File: src/rtl/output_pkg_packer_if.sv
// Bus between the Winograd result stream, the packer and the output memory's two write ports.
// Job control, beat stream and both package ports share one interface.
interface output_pkg_packer_if #(
    parameter int BEAT_W        = 64,
    parameter int BEATS_PER_PKG = 8,
    parameter int ADDR_W        = 8
);
    localparam int PKG_W = BEAT_W * BEATS_PER_PKG;

    logic              start;
    logic [ADDR_W-1:0] base_addr;
    logic [ADDR_W:0]   num_pkgs;
    logic              beat_valid_in;
    logic [BEAT_W-1:0] beat_in;
    logic              beat_ready_out;
    logic [ADDR_W-1:0] addr_1_out;
    logic [ADDR_W-1:0] addr_2_out;
    logic [PKG_W-1:0]  data_1_out;
    logic [PKG_W-1:0]  data_2_out;
    logic              package_1_valid_out;
    logic              package_2_valid_out;
    logic              busy;
    logic              done;

    modport master (
        output start, base_addr, num_pkgs, beat_valid_in, beat_in,
        input  beat_ready_out, addr_1_out, addr_2_out, data_1_out, data_2_out,
               package_1_valid_out, package_2_valid_out, busy, done
    );

    modport slave (
        input  start, base_addr, num_pkgs, beat_valid_in, beat_in,
        output beat_ready_out, addr_1_out, addr_2_out, data_1_out, data_2_out,
               package_1_valid_out, package_2_valid_out, busy, done
    );
endinterface

File: src/rtl/output_pkg_packer.sv
// Packs runs of BEATS_PER_PKG result beats into packages and issues them in pairs
// on the output memory's two write ports, addresses sequential from a latched base.
module output_pkg_packer #(
    parameter int BEAT_W        = 64,
    parameter int BEATS_PER_PKG = 8,
    parameter int ADDR_W        = 8
) (
    input  logic                 clk,
    input  logic                 reset,
    output_pkg_packer_if.slave   bus
);
    localparam int CNT_W = $clog2(BEATS_PER_PKG);
    localparam int IDX_W = ADDR_W + 1;
    localparam logic [IDX_W-1:0] MAX_PKGS = IDX_W'(1 << ADDR_W);

    typedef enum logic [1:0] {IDLE, RUN, DONE} state_t;

    state_t                                  state, state_nxt;
    logic [CNT_W-1:0]                        beat_cnt;
    logic [IDX_W-1:0]                        pkg_idx, pkg_total;
    logic [ADDR_W-1:0]                       base_q, pkg_addr;
    logic [BEATS_PER_PKG-1:0][BEAT_W-1:0]    asm_buf, pkg_full, hold_buf;
    logic [BEATS_PER_PKG-1:0][BEAT_W-1:0]    data_1_q, data_2_q;
    logic [ADDR_W-1:0]                       addr_1_q, addr_2_q;
    logic                                    vld_1_q, vld_2_q, done_q;
    logic                                    accept, pkg_done, last_pkg;

    assign accept   = (state == RUN) && bus.beat_valid_in;
    assign pkg_done = accept && (beat_cnt == CNT_W'(BEATS_PER_PKG - 1));
    assign last_pkg = pkg_done && (pkg_idx == pkg_total - IDX_W'(1));
    assign pkg_addr = base_q + pkg_idx[ADDR_W-1:0];

    // Package as it will look once the beat on the bus lands in its lane.
    for (genvar g = 0; g < BEATS_PER_PKG; g++) begin : g_lane
        assign pkg_full[g] = (beat_cnt == CNT_W'(g)) ? bus.beat_in : asm_buf[g];
    end

    always_ff @(posedge clk) begin
        if (reset) state <= IDLE;
        else       state <= state_nxt;
    end

    always_comb begin
        state_nxt = state;
        case (state)
            IDLE:    if (bus.start) state_nxt = (bus.num_pkgs == '0) ? DONE : RUN;
            RUN:     if (last_pkg)  state_nxt = IDLE;
            DONE:    state_nxt = IDLE;
            default: state_nxt = IDLE;
        endcase
    end

    always_ff @(posedge clk) begin
        if (reset) begin
            beat_cnt  <= '0;
            pkg_idx   <= '0;
            pkg_total <= '0;
            base_q    <= '0;
            asm_buf   <= '0;
            hold_buf  <= '0;
            data_1_q  <= '0;
            data_2_q  <= '0;
            addr_1_q  <= '0;
            addr_2_q  <= '0;
            vld_1_q   <= 1'b0;
            vld_2_q   <= 1'b0;
            done_q    <= 1'b0;
        end else begin
            vld_1_q <= 1'b0;
            vld_2_q <= 1'b0;
            done_q  <= 1'b0;
            if (state == IDLE && bus.start) begin
                if (bus.num_pkgs == '0) begin
                    done_q <= 1'b1;
                end else begin
                    base_q    <= bus.base_addr;
                    pkg_total <= (bus.num_pkgs > MAX_PKGS) ? MAX_PKGS : bus.num_pkgs;
                    pkg_idx   <= '0;
                    beat_cnt  <= '0;
                end
            end
            if (accept) begin
                asm_buf  <= pkg_full;
                beat_cnt <= beat_cnt + CNT_W'(1);
            end
            // Odd package closes a pair; even package parks in hold_buf unless it is the tail.
            if (pkg_done) begin
                pkg_idx <= pkg_idx + IDX_W'(1);
                if (pkg_idx[0]) begin
                    data_1_q <= hold_buf;
                    data_2_q <= pkg_full;
                    addr_1_q <= pkg_addr - ADDR_W'(1);
                    addr_2_q <= pkg_addr;
                    vld_1_q  <= 1'b1;
                    vld_2_q  <= 1'b1;
                end else begin
                    hold_buf <= pkg_full;
                    if (last_pkg) begin
                        data_1_q <= pkg_full;
                        addr_1_q <= pkg_addr;
                        vld_1_q  <= 1'b1;
                    end
                end
                if (last_pkg) done_q <= 1'b1;
            end
        end
    end

    assign bus.beat_ready_out      = (state == RUN);
    assign bus.busy                = (state == RUN);
    assign bus.done                = done_q;
    assign bus.package_1_valid_out = vld_1_q;
    assign bus.package_2_valid_out = vld_2_q;
    assign bus.addr_1_out          = addr_1_q;
    assign bus.addr_2_out          = addr_2_q;
    assign bus.data_1_out          = data_1_q;
    assign bus.data_2_out          = data_2_q;
endmodule

File: src/flat_wrapper.sv
// flat-port wrapper written by rule: the top's interface ports become plain ports
module output_pkg_packer_flat 
#(
    parameter int BEAT_W        = 64,
    parameter int BEATS_PER_PKG = 8,
    parameter int ADDR_W        = 8
)
  (clk, reset, bus_start, bus_base_addr, bus_num_pkgs, bus_beat_valid_in, bus_beat_in, bus_beat_ready_out, bus_addr_1_out, bus_addr_2_out, bus_data_1_out, bus_data_2_out, bus_package_1_valid_out, bus_package_2_valid_out, bus_busy, bus_done);
  output_pkg_packer_if #(.BEAT_W(BEAT_W), .BEATS_PER_PKG(BEATS_PER_PKG), .ADDR_W(ADDR_W)) bus_i ();
  input  logic clk;
  input  logic reset;
  input wire logic [$bits(bus_i.start)-1:0] bus_start;
  input wire logic [$bits(bus_i.base_addr)-1:0] bus_base_addr;
  input wire logic [$bits(bus_i.num_pkgs)-1:0] bus_num_pkgs;
  input wire logic [$bits(bus_i.beat_valid_in)-1:0] bus_beat_valid_in;
  input wire logic [$bits(bus_i.beat_in)-1:0] bus_beat_in;
  output wire logic [$bits(bus_i.beat_ready_out)-1:0] bus_beat_ready_out;
  output wire logic [$bits(bus_i.addr_1_out)-1:0] bus_addr_1_out;
  output wire logic [$bits(bus_i.addr_2_out)-1:0] bus_addr_2_out;
  output wire logic [$bits(bus_i.data_1_out)-1:0] bus_data_1_out;
  output wire logic [$bits(bus_i.data_2_out)-1:0] bus_data_2_out;
  output wire logic [$bits(bus_i.package_1_valid_out)-1:0] bus_package_1_valid_out;
  output wire logic [$bits(bus_i.package_2_valid_out)-1:0] bus_package_2_valid_out;
  output wire logic [$bits(bus_i.busy)-1:0] bus_busy;
  output wire logic [$bits(bus_i.done)-1:0] bus_done;
  assign bus_i.start = bus_start;
  assign bus_i.base_addr = bus_base_addr;
  assign bus_i.num_pkgs = bus_num_pkgs;
  assign bus_i.beat_valid_in = bus_beat_valid_in;
  assign bus_i.beat_in = bus_beat_in;
  assign bus_beat_ready_out = bus_i.beat_ready_out;
  assign bus_addr_1_out = bus_i.addr_1_out;
  assign bus_addr_2_out = bus_i.addr_2_out;
  assign bus_data_1_out = bus_i.data_1_out;
  assign bus_data_2_out = bus_i.data_2_out;
  assign bus_package_1_valid_out = bus_i.package_1_valid_out;
  assign bus_package_2_valid_out = bus_i.package_2_valid_out;
  assign bus_busy = bus_i.busy;
  assign bus_done = bus_i.done;
  output_pkg_packer #(.BEAT_W(BEAT_W), .BEATS_PER_PKG(BEATS_PER_PKG), .ADDR_W(ADDR_W)) u_core (.clk(clk), .reset(reset), .bus(bus_i));
endmodule
File: config.mk
export PLATFORM = sky130hd
export DESIGN_NAME = output_pkg_packer_flat
export DESIGN_NICKNAME = d
export VERILOG_FILES = /design/src/rtl/output_pkg_packer_if.sv /design/src/rtl/output_pkg_packer.sv /design/src/flat_wrapper.sv
export SDC_FILE = /design/constraint.sdc
export NUM_CORES = 2
export LEC_CHECK = 0
export ABC_AREA = 1
export BUFFER_PORTS_ARGS = -buffer_cell sky130_fd_sc_hd__buf_4
export CAP_MARGIN = 20
export CORE_ASPECT_RATIO = 0.7
export CORE_MARGIN = 3
export CORE_UTILIZATION = 50
export DETAILED_ROUTE_END_ITERATION = 8
export MAX_ROUTING_LAYER = met4
export PLACE_DENSITY = 0.71
export SYNTH_ARGS = -nofsm -noshare
export SYNTH_HDL_FRONTEND = slang
export SYNTH_SLANG_ARGS = --single-unit
export TNS_END_PERCENT = 100
File: constraint.sdc
create_clock -name clk -period 4.42 [get_ports clk]
set_input_delay 1.105 -clock clk [delete_from_list [all_inputs] [get_ports clk]]
set_output_delay 1.105 -clock clk [all_outputs]
set_load 0.03 [all_outputs]
==> insert_results.sql <==
INSERT INTO impl_metrics (metric_group, metric, value, unit) VALUES
('route', 'routed_wl', '322000', 'microns'),
('floorplan', 'die-width', '494', 'microns'),
('grt', 'globalRouteOverflowTotal', '0', ''),
('critical_path', 'worstReg2RegStart', 'u_core.pkg_idx[0]', ''),
('job', 'drv_cap', '0', ''),
('timing', 'finalCritPeriodShare', '77.6', '%'),
('pwr', 'leakagePower', '43.3', 'nW'),
('layout', 'area.growth.synth_to_final', '20.0', '%'),
('timing', 'tightest_slew', '1340', 'ps'),
('timing', 'slew_viol_final', '0', ''),
('layout', 'multi_input_comb_area', '35200', 'sq um'),
('layout', 'layout.nets', '11893', ''),
('clock_tree', 'cts_tree', 'done', ''),
('yosys', 'syn_avg_cell_area', '7.48', 'sq um'),
('place', 'pre_cts_ws', '818', 'ps'),
('pwr', 'overall_power', '39.3', 'mW'),
('critical_path', 'r2r.worst_path.cells', '12', ''),
('yosys', 'synthCells', '11166', ''),
('timing', 'period_minus_slack', '3430', 'ps'),
('floorplan', 'initial_core_util', '50.7', '%'),
('critical_path', 'worst_setup_path_start_kind', 'register', ''),
('yosys', 'ffs_w_async_s_r_synth', '0', '%'),
('place', 'port-buffer-count', '1129', ''),
('layout', 'final_layout_size_suffix_gt1_share', '14.1', '%'),
('critical_path', 'required_time_of_the_worst_setup_path', '5110', 'ps'),
('timing', 'final.setup.tns', '0', 'ps'),
('yosys', 'syn_area', '83500', 'sq um'),
('critical_path', 'timing_worst_setup_path_type', 'register to register', ''),
('yosys', 'synth.ff_latch_count', '2098', ''),
('clock_tree', 'cts-hold-fix-buffers', '0', ''),
('layout', 'fill_cells', '14677', ''),
('pwr', 'power-per-cell-area', '392', 'nW/um^2'),
('clock_tree', 'h-tree-depth', '4', ''),
('critical_path', 'data_arrival_at_the_endpoint_of_the_critical_path', '4120', 'ps'),
('critical_path', 'endpoint_kind', 'register', ''),
('yosys', 'yosysWarningCount', '0', ''),
('critical_path', 'crit-reg2reg-capture', 'u_core.bus.addr_1_out[6]', ''),
('grt', 'grt_pass1_wl', '464000', 'microns'),
('pwr', 'vdd_ir_drop_max', '0.301', 'mV'),
('grt', 'grt_antenna_before_repair', '41', ''),
('yosys', 'yosys_most_used_dff', 'dfxtp_1', ''),
('grt', 'grt_start_max_net_pins', '233', ''),
('yosys', 'post_synth_num_cell_types', '37', ''),
('floorplan', 'die_footprint', '172000', 'sq um'),
('route', 'route.antenna.remaining_nets', '0', ''),
('grt', 'first_global_vias', '70766', ''),
('grt', 'grtUsageTotal', '36.7', '%'),
('timing', 'fmaxAchievable', '291', 'MHz'),
('clock_tree', 'clock_sinks', '2098', ''),
('worst_hold_path', 'min_from', 'u_core.asm_buf[244]', ''),
('floorplan', 'core-area', '165000', 'sq um'),
('clock_tree', 'post-cts-setup-buffer-count', '0', ''),
('timing', 'finalHoldViolations', '0', ''),
('route', 'routed-via-count', '79496', ''),
('timing', 'rsz0062_at_grt', 'no', ''),
('route', 'drt_iter0_drc', '9033', ''),
('place', 'place.detailed.hpwl', '217000', 'microns'),
('route', 'drtPass1Iterations', '8', ''),
('route', 'drc', '0', ''),
('timing', 'finalClockSkew', '31.4', 'ps'),
('critical_path', 'r2r_setup_slack', '990', 'ps'),
('route', 'route.detailed.wl_per_inst', '22.8', 'microns'),
('yosys', 'number_of_enable_type_register_cells_in_the_synthesized_netlist', '0', ''),
('yosys', 'mappedNetlistNets', '11268', ''),
('timing', 'final_critical_path_setup_slack', '989', 'ps'),
('route', 'avgViaCountPerCell', '5.61', ''),
('clock_tree', 'cts_repair_resize_count', '0', ''),
('clock_tree', 'worstSkewPairLatency', '840', 'ps'),
('timing', 'setup_viol', '0', ''),
('clock_tree', 'cts-root-to-sink-buffers', '3', ''),
('clock_tree', 'number_of_buffers_created_by_cts', '195', ''),
('floorplan', 'num_io_pins', '1130', ''),
('yosys', 'ys_seq_area_share', '50.3', '%'),
('critical_path', 'setup.worst_path.start', 'u_core.pkg_idx[0]', ''),
('status', 'outcome', 'finished, final reports clean', ''),
('layout', 'register_area', '42000', 'sq um'),
('critical_path', 'timing.critical_path.fanout_max', '75', ''),
('timing', 'timing.slew.headroom', '10.7', '%'),
('worst_hold_path', 'hold-path-cell-count', '1', ''),
('place', 'place.gp.congestion', '0.902', ''),
('floorplan', 'placement_rows', '124', ''),
('clock_tree', 'cts_root_buf', 'clkbuf_16', ''),
('worst_hold_path', 'hold_path_end', 'u_core.asm_buf[244]', ''),
('worst_hold_path', 'worstHoldPathType', 'register to register', ''),
('clock_tree', 'cts.reportedPaths.clkPinSlew', '70', 'ps'),
('floorplan', 'die_height', '348', 'microns');
-- worst max-delay path by stage --
stage	slack [ps]	to	cells after the start
after detailed placement	820	u_core.bus.addr_1_out[6]	11
after global routing	690	u_core.bus.data_1_out[161]	8
after global placement	910	u_core.bus.data_1_out[491]	8
final	990	u_core.bus.addr_1_out[6]	12
after CTS	930	u_core.bus.data_1_out[161]	8
after floorplan	1970	u_core.bus.done	5
-- registers in the layout (all words and copies together), names as in the netlist, 2 cells and up --
signal and count:
u_core.base_q 8, u_core.bus.addr_2_out 8, u_core.beat_cnt 3, u_core.pkg_idx 9, u_core.asm_buf 512, u_core.state 2, u_core.bus.data_2_out 512, u_core.bus.data_1_out 512
u_core.bus.addr_1_out 8, u_core.hold_buf 512, u_core.pkg_total 9
-- metal layers --
metal | global-route usage, % | vias to the layer above | wire [microns]
li1 | - | 38083 | -
met1 | 46.6 | 37027 | 130000
met2 | 53.7 | 3588 | 141000
met3 | 6.67 | 798 | 28200
met4 | 23.7 | 0 | 23100
met5 | - | - | 0
-- power breakdown --
| group | total (mW) | internal [mW] | switching [mW] |
|---|---|---|---|
| Sequential | 19.4 | 19.2 | 0.150 |
| Clock | 17.5 | 9.81 | 7.71 |
| Combinational | 2.40 | 0.557 | 1.85 |
-- worst max-delay path: stages, from the launching register on --
cell and delay (ps):
dfxtp_4 960, nor2_1 130, nor2_1 150, nand2_1 60
nor2_1 110, nand3_1 90, nor2_1 130, nand3_2 120
nand2_2 190, nand2_8 440, buf_4 390, nor2_1 360
nor2_1 100
-- synthesized netlist by cell type (2+ instances only) --
cell | number | area, sq um
a211oi_1 | 1029 | 7720
a21oi_1 | 922 | 4610
buf_1 | 23 | 86.3
buf_2 | 315 | 1580
buf_6 | 12 | 135
clkbuf_1 | 569 | 2140
dfxtp_1 | 2098 | 42000
ha_1 | 16 | 200
inv_1 | 633 | 2380
inv_2 | 5 | 18.8
nand2_1 | 1779 | 6680
nand3_1 | 33 | 165
nand3_2 | 2 | 20.0
nand3b_1 | 3 | 22.5
nand4_1 | 5 | 31.3
nor2_1 | 2508 | 9410
nor3_1 | 5 | 25.0
o211ai_1 | 3 | 22.5
o21a_1 | 49 | 368
o21ai_0 | 1131 | 5660
xnor2_1 | 4 | 35.0
xor2_1 | 7 | 61.3
-- logic make-up after synthesis --
kind of cell	Yosys count	synth area share, %
AO/OA/AOI/OAI	3140	22.1
AND/OR/NAND/NOR	4341	19.6
buffers and inverters	1559	7.59
adder cells (fa/ha/maj)	17	0.264
XOR/XNOR	11	0.115
flip-flops	2098	50.3
-- final cells by class --
| cell class | instances | share of cell area (%) |
|---|---|---|
| Sequential cell | 2098 | 41.9 |
| Antenna cell | 16 | 0.0399 |
| Tap cell | 2205 | 2.75 |
| Multi-Input combinational cell | 7509 | 35.2 |
| Inverter | 639 | 2.41 |
| Clock buffer | 286 | 5.69 |
| Clock inverter | 72 | 0.895 |
| Timing Repair Buffer | 1348 | 11.1 |
-- stage by stage --
stage | cells | hold slack (ps) | cell area [sq um] | util [%]
final | 14173 | 458 | 100000 | 60.9
after global routing | 14166 | 475 | 100000 | 60.9
after CTS | 14155 | 461 | 100000 | 60.8
after detailed placement | 13797 | 448 | 93500 | 56.8
after global placement | 13794 | 440 | 93500 | 56.8
after floorplan | 11166 | 435 | 83500 | -
-- cell usage in the layout (no fill, tap or decap), drive strengths merged, types with 3 or more instances in the layout --
master and instances:
a211oi 1029, a21oi 922, buf 1348, bufinv 14
clkbuf 286, clkinv 61, clkinvlp 4, dfxtp 2098
diode 16, ha 16, inv 632, nand2 1781
nand3 35, nand3b 3, nand4 5, nor2 2509
nor3 5, o211ai 3, o21a 49, o21ai 1132
xnor2 4, xor2 7
No activity file was read; power rests on OpenSTA's default activity.
